<file path="config.mk">
export PLATFORM = sky130hd
export DESIGN_NAME = bitwise_oper_pipe
export DESIGN_NICKNAME = d
export VERILOG_FILES = /design/src/rtl/bitwise_pkg.sv /design/src/rtl/bitwise_pipe_stage.sv /design/src/rtl/bitwise_oper_pipe.sv
export SDC_FILE = /design/constraint.sdc
export NUM_CORES = 1
export LEC_CHECK = 0
export ABC_AREA = 1
export ABC_CLOCK_PERIOD_IN_PS = 3000
export CORE_ASPECT_RATIO = 0.5
export CORE_MARGIN = 2
export CORE_UTILIZATION = 50
export CTS_BUF_LIST = sky130_fd_sc_hd__clkbuf_4 sky130_fd_sc_hd__clkbuf_8
export DETAILED_ROUTE_END_ITERATION = 8
export DONT_BUFFER_PORTS = 1
export HOLD_SLACK_MARGIN = 0.05
export SLEW_MARGIN = 10
export SYNTH_ARGS = -nofsm -noshare
export SYNTH_HDL_FRONTEND = slang
export SYNTH_SLANG_ARGS = --single-unit
export TNS_END_PERCENT = 30
</file>
<file path="constraint.sdc">
create_clock -name clock -period 3 [get_ports clock]
set_input_delay 0.6 -clock clock [delete_from_list [all_inputs] [get_ports clock]]
set_output_delay 0.6 -clock clock [all_outputs]
set_load 0.02 [all_outputs]
</file>
<file path="src/rtl/bitwise_pkg.sv">
// Opcode encoding and the shared bitwise evaluation function for bitwise_oper_pipe.
package bitwise_pkg;

   // Widest operand bitwise_eval handles; callers truncate to their own WIDTH.
   localparam int unsigned MAX_WIDTH = 256;

   typedef enum logic [2:0] {
      OP_AND    = 3'd0,
      OP_OR     = 3'd1,
      OP_XOR    = 3'd2,
      OP_NAND   = 3'd3,
      OP_NOR    = 3'd4,
      OP_XNOR   = 3'd5,
      OP_ANDN   = 3'd6,
      OP_PASS_A = 3'd7
   } op_e;

   function automatic logic [MAX_WIDTH-1:0] bitwise_eval(
      input op_e                  op,
      input logic [MAX_WIDTH-1:0] a,
      input logic [MAX_WIDTH-1:0] b
   );
      case (op)
         OP_AND:    bitwise_eval = a & b;
         OP_OR:     bitwise_eval = a | b;
         OP_XOR:    bitwise_eval = a ^ b;
         OP_NAND:   bitwise_eval = ~(a & b);
         OP_NOR:    bitwise_eval = ~(a | b);
         OP_XNOR:   bitwise_eval = ~(a ^ b);
         OP_ANDN:   bitwise_eval = a & ~b;
         default:   bitwise_eval = a;
      endcase
   endfunction

endpackage

</file>
<file path="src/rtl/bitwise_pipe_stage.sv">
// One pipeline slot: valid bit plus payload register with valid/ready handshake.
module bitwise_pipe_stage #(
   parameter int unsigned DW = 1
) (
   input  logic          clock,
   input  logic          reset_n,
   input  logic          up_valid,
   output logic          up_ready,
   input  logic [DW-1:0] up_data,
   output logic          dn_valid,
   input  logic          dn_ready,
   output logic [DW-1:0] dn_data
);

   logic          valid_q, valid_d;
   logic [DW-1:0] data_q,  data_d;

   // Payload only loads on a real beat, so the output keeps its last value when idle.
   always_comb begin
      up_ready = !valid_q || dn_ready;
      valid_d  = valid_q;
      data_d   = data_q;
      if (up_ready) begin
         valid_d = up_valid;
         if (up_valid) begin
            data_d = up_data;
         end
      end
   end

   always_ff @(posedge clock or negedge reset_n) begin
      if (!reset_n) begin
         valid_q <= 1'b0;
         data_q  <= '0;
      end else begin
         valid_q <= valid_d;
         data_q  <= data_d;
      end
   end

   assign dn_valid = valid_q;
   assign dn_data  = data_q;

endmodule

</file>
<file path="src/rtl/bitwise_oper_pipe.sv">
// Pipelined AND/OR/XOR plus opcode-selected result with valid/ready on both sides.
// Optional result flags (res_zero, res_parity) are built when BITWISE_OPER_FLAGS_EN is defined.
module bitwise_oper_pipe
   import bitwise_pkg::*;
#(
   parameter int unsigned WIDTH = 16,
   parameter int unsigned DEPTH = 2,
   parameter int unsigned CNTW  = 16
) (
   input  logic             clock,
   input  logic             reset_n,
   input  logic             in_valid,
   output logic             in_ready,
   input  logic [2:0]       op,
   input  logic [WIDTH-1:0] a,
   input  logic [WIDTH-1:0] b,
   output logic             out_valid,
   input  logic             out_ready,
   output logic [WIDTH-1:0] ab_and,
   output logic [WIDTH-1:0] ab_or,
   output logic [WIDTH-1:0] ab_xor,
   output logic [WIDTH-1:0] result,
   output logic [CNTW-1:0]  done_count
`ifdef BITWISE_OPER_FLAGS_EN
   ,
   output logic             res_zero,
   output logic             res_parity
`endif
);

`ifdef BITWISE_OPER_FLAGS_EN
   localparam int unsigned FW = 2;
`else
   localparam int unsigned FW = 0;
`endif
   localparam int unsigned PW = 4 * WIDTH + FW;

   logic [WIDTH-1:0] eval_res;
   logic [PW-1:0]    payload;

   // Everything is computed before stage 0; later stages only carry the payload.
   always_comb begin
      eval_res = WIDTH'(bitwise_eval(op_e'(op), MAX_WIDTH'(a), MAX_WIDTH'(b)));
`ifdef BITWISE_OPER_FLAGS_EN
      payload  = {a & b, a | b, a ^ b, eval_res, (eval_res == '0), ^eval_res};
`else
      payload  = {a & b, a | b, a ^ b, eval_res};
`endif
   end

   logic [DEPTH:0] vld;
   logic [DEPTH:0] rdy;
   logic [PW-1:0]  dat [DEPTH+1];

   assign vld[0]     = in_valid;
   assign dat[0]     = payload;
   assign rdy[DEPTH] = out_ready;
   assign in_ready   = rdy[0];

   // Each stage's ready feeds the one above it, giving a combinational ready chain.
   for (genvar k = 0; k < DEPTH; k++) begin : g_stage
      bitwise_pipe_stage #(
         .DW (PW)
      ) u_stage (
         .clock    (clock),
         .reset_n  (reset_n),
         .up_valid (vld[k]),
         .up_ready (rdy[k]),
         .up_data  (dat[k]),
         .dn_valid (vld[k+1]),
         .dn_ready (rdy[k+1]),
         .dn_data  (dat[k+1])
      );
   end

   assign out_valid = vld[DEPTH];
`ifdef BITWISE_OPER_FLAGS_EN
   assign {ab_and, ab_or, ab_xor, result, res_zero, res_parity} = dat[DEPTH];
`else
   assign {ab_and, ab_or, ab_xor, result} = dat[DEPTH];
`endif

   logic [CNTW-1:0] done_count_q, done_count_d;

   always_comb begin
      done_count_d = done_count_q + CNTW'(out_valid && out_ready);
   end

   always_ff @(posedge clock or negedge reset_n) begin
      if (!reset_n) begin
         done_count_q <= '0;
      end else begin
         done_count_q <= done_count_d;
      end
   end

   assign done_count = done_count_q;

endmodule
</file>
==> results.sh, run 1 <==
export IMPL_cpMostUsedCell="nand2_1"
export IMPL_use_met2_pct=32.99
export IMPL_routed_wl_um=19450
export IMPL_synth_top_cell_area_share_pct=45.06
export IMPL_synth_simple_area_share_pct=19.71
export IMPL_grt_pass1_vias=5309
export IMPL_maxCapViolCount=0
export IMPL_min_period_ns=2.022
export IMPL_areaGrowthSynthToFinish_pct=0.5710
export IMPL_drv_slew=0
export IMPL_status="complete, but fails checks"
export IMPL_cts_setup_buffers=0
export IMPL_yosys_warnings=0
export IMPL_cp_max_fo=54
export IMPL_critPathCaptureType="flip-flop"
export IMPL_wl_per_cell_um=18.70
export IMPL_synth_top_family_by_area="simple AND/OR/NAND/NOR gates"
export IMPL_timing_critical_path_from="g_stage[1].u_stage.dn_valid$_DFFE_PN0P_"
export IMPL_netlist_top_cells_area="dfrtp_1, nand2_1, mux2_1, ha_1, buf_4"
export IMPL_ys_seq_area_share_pct=45.06
export IMPL_startpoint_type="flip-flop"
export IMPL_synth_xor_area_share_pct=1.404
export IMPL_grt_util_met3_pct=7.558
export IMPL_num_rows=32
export IMPL_path_clk_slew_ns=0.09
export IMPL_postSynthAreaPerCell_um2=8.949
export IMPL_grt_max_degree=147
export IMPL_fmax_mhz=494.6
export IMPL_vdd_drop_max_mv=0.3431
export IMPL_p_leak_nw=4.227
export IMPL_grt_pass1_wl_um=30340
export IMPL_cts_buffers=17
export IMPL_cts_resized=0
export IMPL_critPathRequiredTime_ns=3.35
export IMPL_final_hold_viol_count=146
export IMPL_port_buffers=0
export IMPL_final_common_cell="nand2_1"
export IMPL_r2r_end="g_stage[0].u_stage.dn_data[3]$_DFFE_PN0P_"
export IMPL_crit_family="simple AND/OR/NAND/NOR gates"
export IMPL_drive_above_1_share_pct=6.467
export IMPL_clock_path_buffers=2
export IMPL_period_share_pct=67.40
export IMPL_rsz0062_at_grt="false"
export IMPL_crit_buf_inv=1
export IMPL_dieWidth_um=184.1
export IMPL_vias_per_cell=5.448
export IMPL_ant_nets=0
export IMPL_dp_hpwl_um=13120
export IMPL_use_met1_pct=34.53
export IMPL_ys_types=25
export IMPL_grtUsageTotal_pct=23.55
export IMPL_setup_violations=0
export IMPL_tightest_slew_ns=0.6356
export IMPL_cts_sinks=146
export IMPL_path_cells="nand3_1, nand2_4, buf_12, a21oi_1, nand2_1, nand2_1"
export IMPL_synth_compound_area_share_pct=4.012
export IMPL_power_density_nw_per_um2=692.9
export IMPL_yosysTopAreaCell="dfrtp_1"
export IMPL_max_stage_delay_ns=0.54
export IMPL_synth_cells=906
export IMPL_reg2reg_slack_ns=0.98
export IMPL_finalNetCount=911
export IMPL_relSlewSlack_pct=57.58
export IMPL_crit_arrival_ns=2.37
export IMPL_worstSetupPathType="reg -> reg"
export IMPL_grt_antenna_before_repair=1
export IMPL_vias=5666
export IMPL_post_route_drc_count=0
export IMPL_r2r_start="g_stage[1].u_stage.dn_valid$_DFFE_PN0P_"
export IMPL_htree_levels=4
export IMPL_synth_seq_cells=146
export IMPL_slowest_stage="nand2_4"
export IMPL_first_iter_violations=581
export IMPL_pin_count=121
export IMPL_die_area_um2=17310
export IMPL_grt_busiest_layer="met1"
export IMPL_drtPass1Iterations=7
export IMPL_tritoncts="built"
export IMPL_gr_total_overflow=0
export IMPL_die_y_um=94.05
export IMPL_timing_setup_tns_ns=0
export IMPL_synth_fa_ha_area_share_pct=7.716
export IMPL_r2r_cells=6
export IMPL_holdWs_ns=-0.1634
export IMPL_violations="hold timing"
export IMPL_place_congestion=0.8200
export IMPL_synth_fp_nets=995
export IMPL_netlist_area_um2=8108
export IMPL_initial_utilization_pct=51.92
export IMPL_mostFrequentLayoutCells="nand2_1, dfrtp_1, inv_1, mux2_1, nand3_1"
export IMPL_clk_latency_ns=0.46
export IMPL_root_buffer="clkbuf_8"
export IMPL_dp_cells=1007
export IMPL_fin_skew_ns=0.01536
export IMPL_min_path_type="in -> async"
export IMPL_fin_cells=1040
export IMPL_synth_area_mux_share_pct=8.889
export IMPL_coreArea_um2=15620
state kept, by name, indices dropped and copies added (netlist names):
| name | cells |
|---|---|
| g_stage.u_stage.dn_data | 128 |
| done_count | 16 |
| g_stage.u_stage.dn_valid | 2 |
cell usage after synthesis (all sizes together):
cell type,number
a21oi,16
dfrtp,146
xnor2,5
buf,101
ha,50
or2,1
nand4,51
nor3,1
nand2,212
nor3b,1
inv,91
mux2,64
nand3,53
nand3b,1
o21ai,49
xor2,8
nor2,45
clkbuf,11
layout make-up:
cell class | count | area [µm²]
flip-flops and latches | 146 | 3654
clock inverters | 13 | 123.9
clock buffers | 19 | 261.5
repair buffers | 9 | 117.6
inverters | 91 | 341.6
multi-input cells | 557 | 3398
diodes | 1 | 2.502
fillers | 1411 | 7461
well taps | 204 | 255.2
worst max path at each step:
| stage | end | slack (ns) | cells past startpoint |
|---|---|---|---|
| after floorplan | done_count[10]$_DFF_PN0_ | 1.33 | 8 |
| after detailed placement | g_stage[0].u_stage.dn_data[3]$_DFFE_PN0P_ | 0.92 | 7 |
| after global placement | g_stage[0].u_stage.dn_data[3]$_DFFE_PN0P_ | 0.92 | 7 |
| after global routing | g_stage[0].u_stage.dn_data[3]$_DFFE_PN0P_ | 0.86 | 6 |
| after CTS | g_stage[0].u_stage.dn_data[3]$_DFFE_PN0P_ | 0.99 | 6 |
| final | g_stage[0].u_stage.dn_data[3]$_DFFE_PN0P_ | 0.98 | 6 |
power by group:
| part | total [mW] | leakage [nW] | internal [mW] | switching [mW] |
|---|---|---|---|---|
| Sequential | 3.30 | 1.80 | 2.45 | 0.849 |
| Clock | 1.55 | 0.190 | 0.712 | 0.836 |
| Combinational | 0.806 | 2.23 | 0.370 | 0.436 |
cell families after synthesis:
group | Yosys count
compound gates | 65
xor+xnor | 13
fa+ha+maj | 50
buf+inv | 203
flops | 146
mux | 64
simple gates | 365
layer usage:
| metal | vias to the layer above | wire length, µm |
|---|---|---|
| met5 | - | 0 |
| met4 | 0 | 198 |
| met3 | 22 | 1963 |
| met2 | 217 | 8092 |
| met1 | 2716 | 9191 |
| li1 | 2711 | - |
per-stage QoR:
stage          setup WS (ns)  util, %  area [µm²]  power [mW]
6_report              0.9781    52.22        8154       5.650
5_1_grt               0.8581    52.20        8152       5.954
2_1_floorplan          1.333        -        8108       4.264
3_3_place_gp          0.9156    49.74        7766       4.118
3_5_place_dp          0.9178    49.74        7766       4.145
4_1_cts               0.9867    52.20        8152       5.690
Note: power is estimated with default switching activity, not from simulation.
==> run 2, diff against run 1 <==
--- a/config.mk
+++ b/config.mk
@@ -6,7 +6,7 @@
 export NUM_CORES = 1
 export LEC_CHECK = 0
 export ABC_AREA = 1
-export ABC_CLOCK_PERIOD_IN_PS = 3000
+export ABC_CLOCK_PERIOD_IN_PS = 2000
 export CORE_ASPECT_RATIO = 0.5
 export CORE_MARGIN = 2
 export CORE_UTILIZATION = 50
==> constraint.sdc (replaced) <==
create_clock -name clock -period 2 [get_ports clock]
set_input_delay 0.4 -clock clock [delete_from_list [all_inputs] [get_ports clock]]
set_output_delay 0.4 -clock clock [all_outputs]
set_load 0.02 [all_outputs]
==> results.sh, run 2 (same netlist as run 1, synthesis figures left out) <==
export IMPL_period_share_pct=85.23
export IMPL_cp_max_fo=3
export IMPL_largest_reg_flops=128
export IMPL_cts_sinks=146
export IMPL_clock_path_buffers=2
export IMPL_gr_total_overflow=0
export IMPL_vias=5643
export IMPL_power_density_nw_per_um2=1050
export IMPL_place_congestion=0.8050
export IMPL_grt_pass1_wl_um=30270
export IMPL_htree_levels=4
export IMPL_pin_count=121
export IMPL_cts_buffers=17
export IMPL_min_path_type="in -> async"
export IMPL_crit_arrival_ns=1.30
export IMPL_ant_nets=0
export IMPL_drv_slew=0
export IMPL_final_common_cell="nand2_1"
export IMPL_diodes=0
export IMPL_dieWidth_um=184.1
export IMPL_startpoint_type="flip-flop"
export IMPL_p_leak_nw=4.262
export IMPL_final_hold_viol_count=146
export IMPL_wl_met2_um=7940
export IMPL_utilization_pct=52.52
export IMPL_worstSetupPathType="reg -> out"
export IMPL_top_layer_used="met4"
export IMPL_port_buffers=0
export IMPL_areaGrowthSynthToFinish_pct=1.157
export IMPL_tightest_slew_ns=0.8170
export IMPL_die_y_um=94.05
export IMPL_grt_antenna_before_repair=1
export IMPL_dp_cells=1012
export IMPL_p_int_mw=5.441
export IMPL_holdWs_ns=-0.3585
export IMPL_seq_power_share_pct=57.2
export IMPL_critPathRequiredTime_ns=1.60
export IMPL_status="complete, but fails checks"
export IMPL_rsz0062_at_grt="false"
export IMPL_die_area_um2=17310
export IMPL_fmax_mhz=586.6
export IMPL_r2r_end="done_count[10]$_DFF_PN0_"
export IMPL_cts_setup_buffers=0
export IMPL_violations="hold timing"
export IMPL_root_buffer="clkbuf_8"
export IMPL_r2r_start="g_stage[1].u_stage.dn_valid$_DFFE_PN0P_"
export IMPL_wl_met3_um=1802
export IMPL_drtPass1Iterations=5
export IMPL_totalPowerFinal_mw=8.609
export IMPL_maxCapViolCount=0
export IMPL_timing_setup_tns_ns=0
export IMPL_reg2reg_slack_ns=0.32
export IMPL_seqCellArea_um2=3654
export IMPL_path_clk_slew_ns=0.09
export IMPL_p_comb_share_pct=14.6
export IMPL_layout_setup_ws_ns=0.2954
export IMPL_fill_cells=1419
export IMPL_setup_violations=0
export IMPL_vias_per_cell=5.405
export IMPL_clkPwrFrac_pct=28.2
export IMPL_cts_resized=0
export IMPL_fin_skew_ns=0.01708
export IMPL_grt_max_degree=147
export IMPL_finalNetCount=916
export IMPL_dp_hpwl_um=13140
export IMPL_grtUsageTotal_pct=23.19
export IMPL_clk_latency_ns=0.45
export IMPL_m1WireLength_um=9379
export IMPL_mostFrequentLayoutCells="nand2_1, dfrtp_1, inv_1, mux2_1, nand3_1"
export IMPL_r2r_cells=8
export IMPL_coreArea_um2=15620
export IMPL_p_sw_share_pct=36.80
export IMPL_min_period_ns=1.705
export IMPL_dp_slack_ns=0.2856
export IMPL_fin_cells=1044
export IMPL_drive_above_1_share_pct=7.024
export IMPL_critPathCaptureType="primary output"
export IMPL_grt_pass1_vias=5321
export IMPL_switching_power_mw=3.168
export IMPL_initial_utilization_pct=51.92
export IMPL_wl_per_cell_um=18.49
export IMPL_post_route_drc_count=0
export IMPL_multi_input_comb_area_um2=3398
export IMPL_tritoncts="built"
export IMPL_first_iter_violations=458
export IMPL_vdd_drop_max_mv=0.5578
export IMPL_num_rows=32
export IMPL_routed_wl_um=19300
export IMPL_relSlewSlack_pct=45.48
## run 2: cell type report
class	count	share of cell area, %
clock buffers	19	3.188
clock inverters	13	1.815
inverters	91	4.165
multi-input cells	557	41.43
flip-flops and latches	146	44.55
well taps	204	3.112
repair buffers	14	1.739
## run 2: worst max-delay path, cell delays in order, from the launching register on
cell	delay, ns
dfrtp_1	0.38
buf_4	0.16
nand3_1	0.15
buf_4	0.17
## run 2: layer usage
| metal | vias up | GRT usage [%] |
|---|---|---|
| met4 | 0 | 5.533 |
| li1 | 2717 | - |
| met2 | 196 | 32.96 |
| met1 | 2713 | 34.07 |
| met3 | 17 | 7.403 |
| met5 | - | 0 |
## run 2: stage by stage
step | cell area, µm² | hold WS [ns]
4_1_cts | 8202 | -0.3811
2_1_floorplan | 8108 | 0.1044
6_report | 8202 | -0.3585
3_5_place_dp | 7791 | 0.1090
3_3_place_gp | 7791 | 0.1102
5_1_grt | 8202 | -0.3896
## run 2: how the worst max path moves through the flow
| stage | slack (ns) | start | endpoint |
|---|---|---|---|
| final | 0.30 | g_stage[1].u_stage.dn_valid$_DFFE_PN0P_ | in_ready |
| after detailed placement | 0.29 | out_ready | done_count[10]$_DFF_PN0_ |
| after global placement | 0.31 | out_ready | done_count[10]$_DFF_PN0_ |
| after global routing | 0.20 | g_stage[1].u_stage.dn_valid$_DFFE_PN0P_ | done_count[13]$_DFF_PN0_ |
| after floorplan | 0.43 | g_stage[1].u_stage.dn_valid$_DFFE_PN0P_ | done_count[10]$_DFF_PN0_ |
| after CTS | 0.28 | g_stage[1].u_stage.dn_valid$_DFFE_PN0P_ | in_ready |
## run 2: power groups by stage
stage	clock, mW	combinational, mW	sequential [mW]
2_1_floorplan	0	2.29	4.11
3_3_place_gp	0	1.22	4.99
3_5_place_dp	0	1.26	5.00
4_1_cts	2.49	1.27	4.95
5_1_grt	2.63	1.43	5.04
6_report	2.43	1.26	4.92
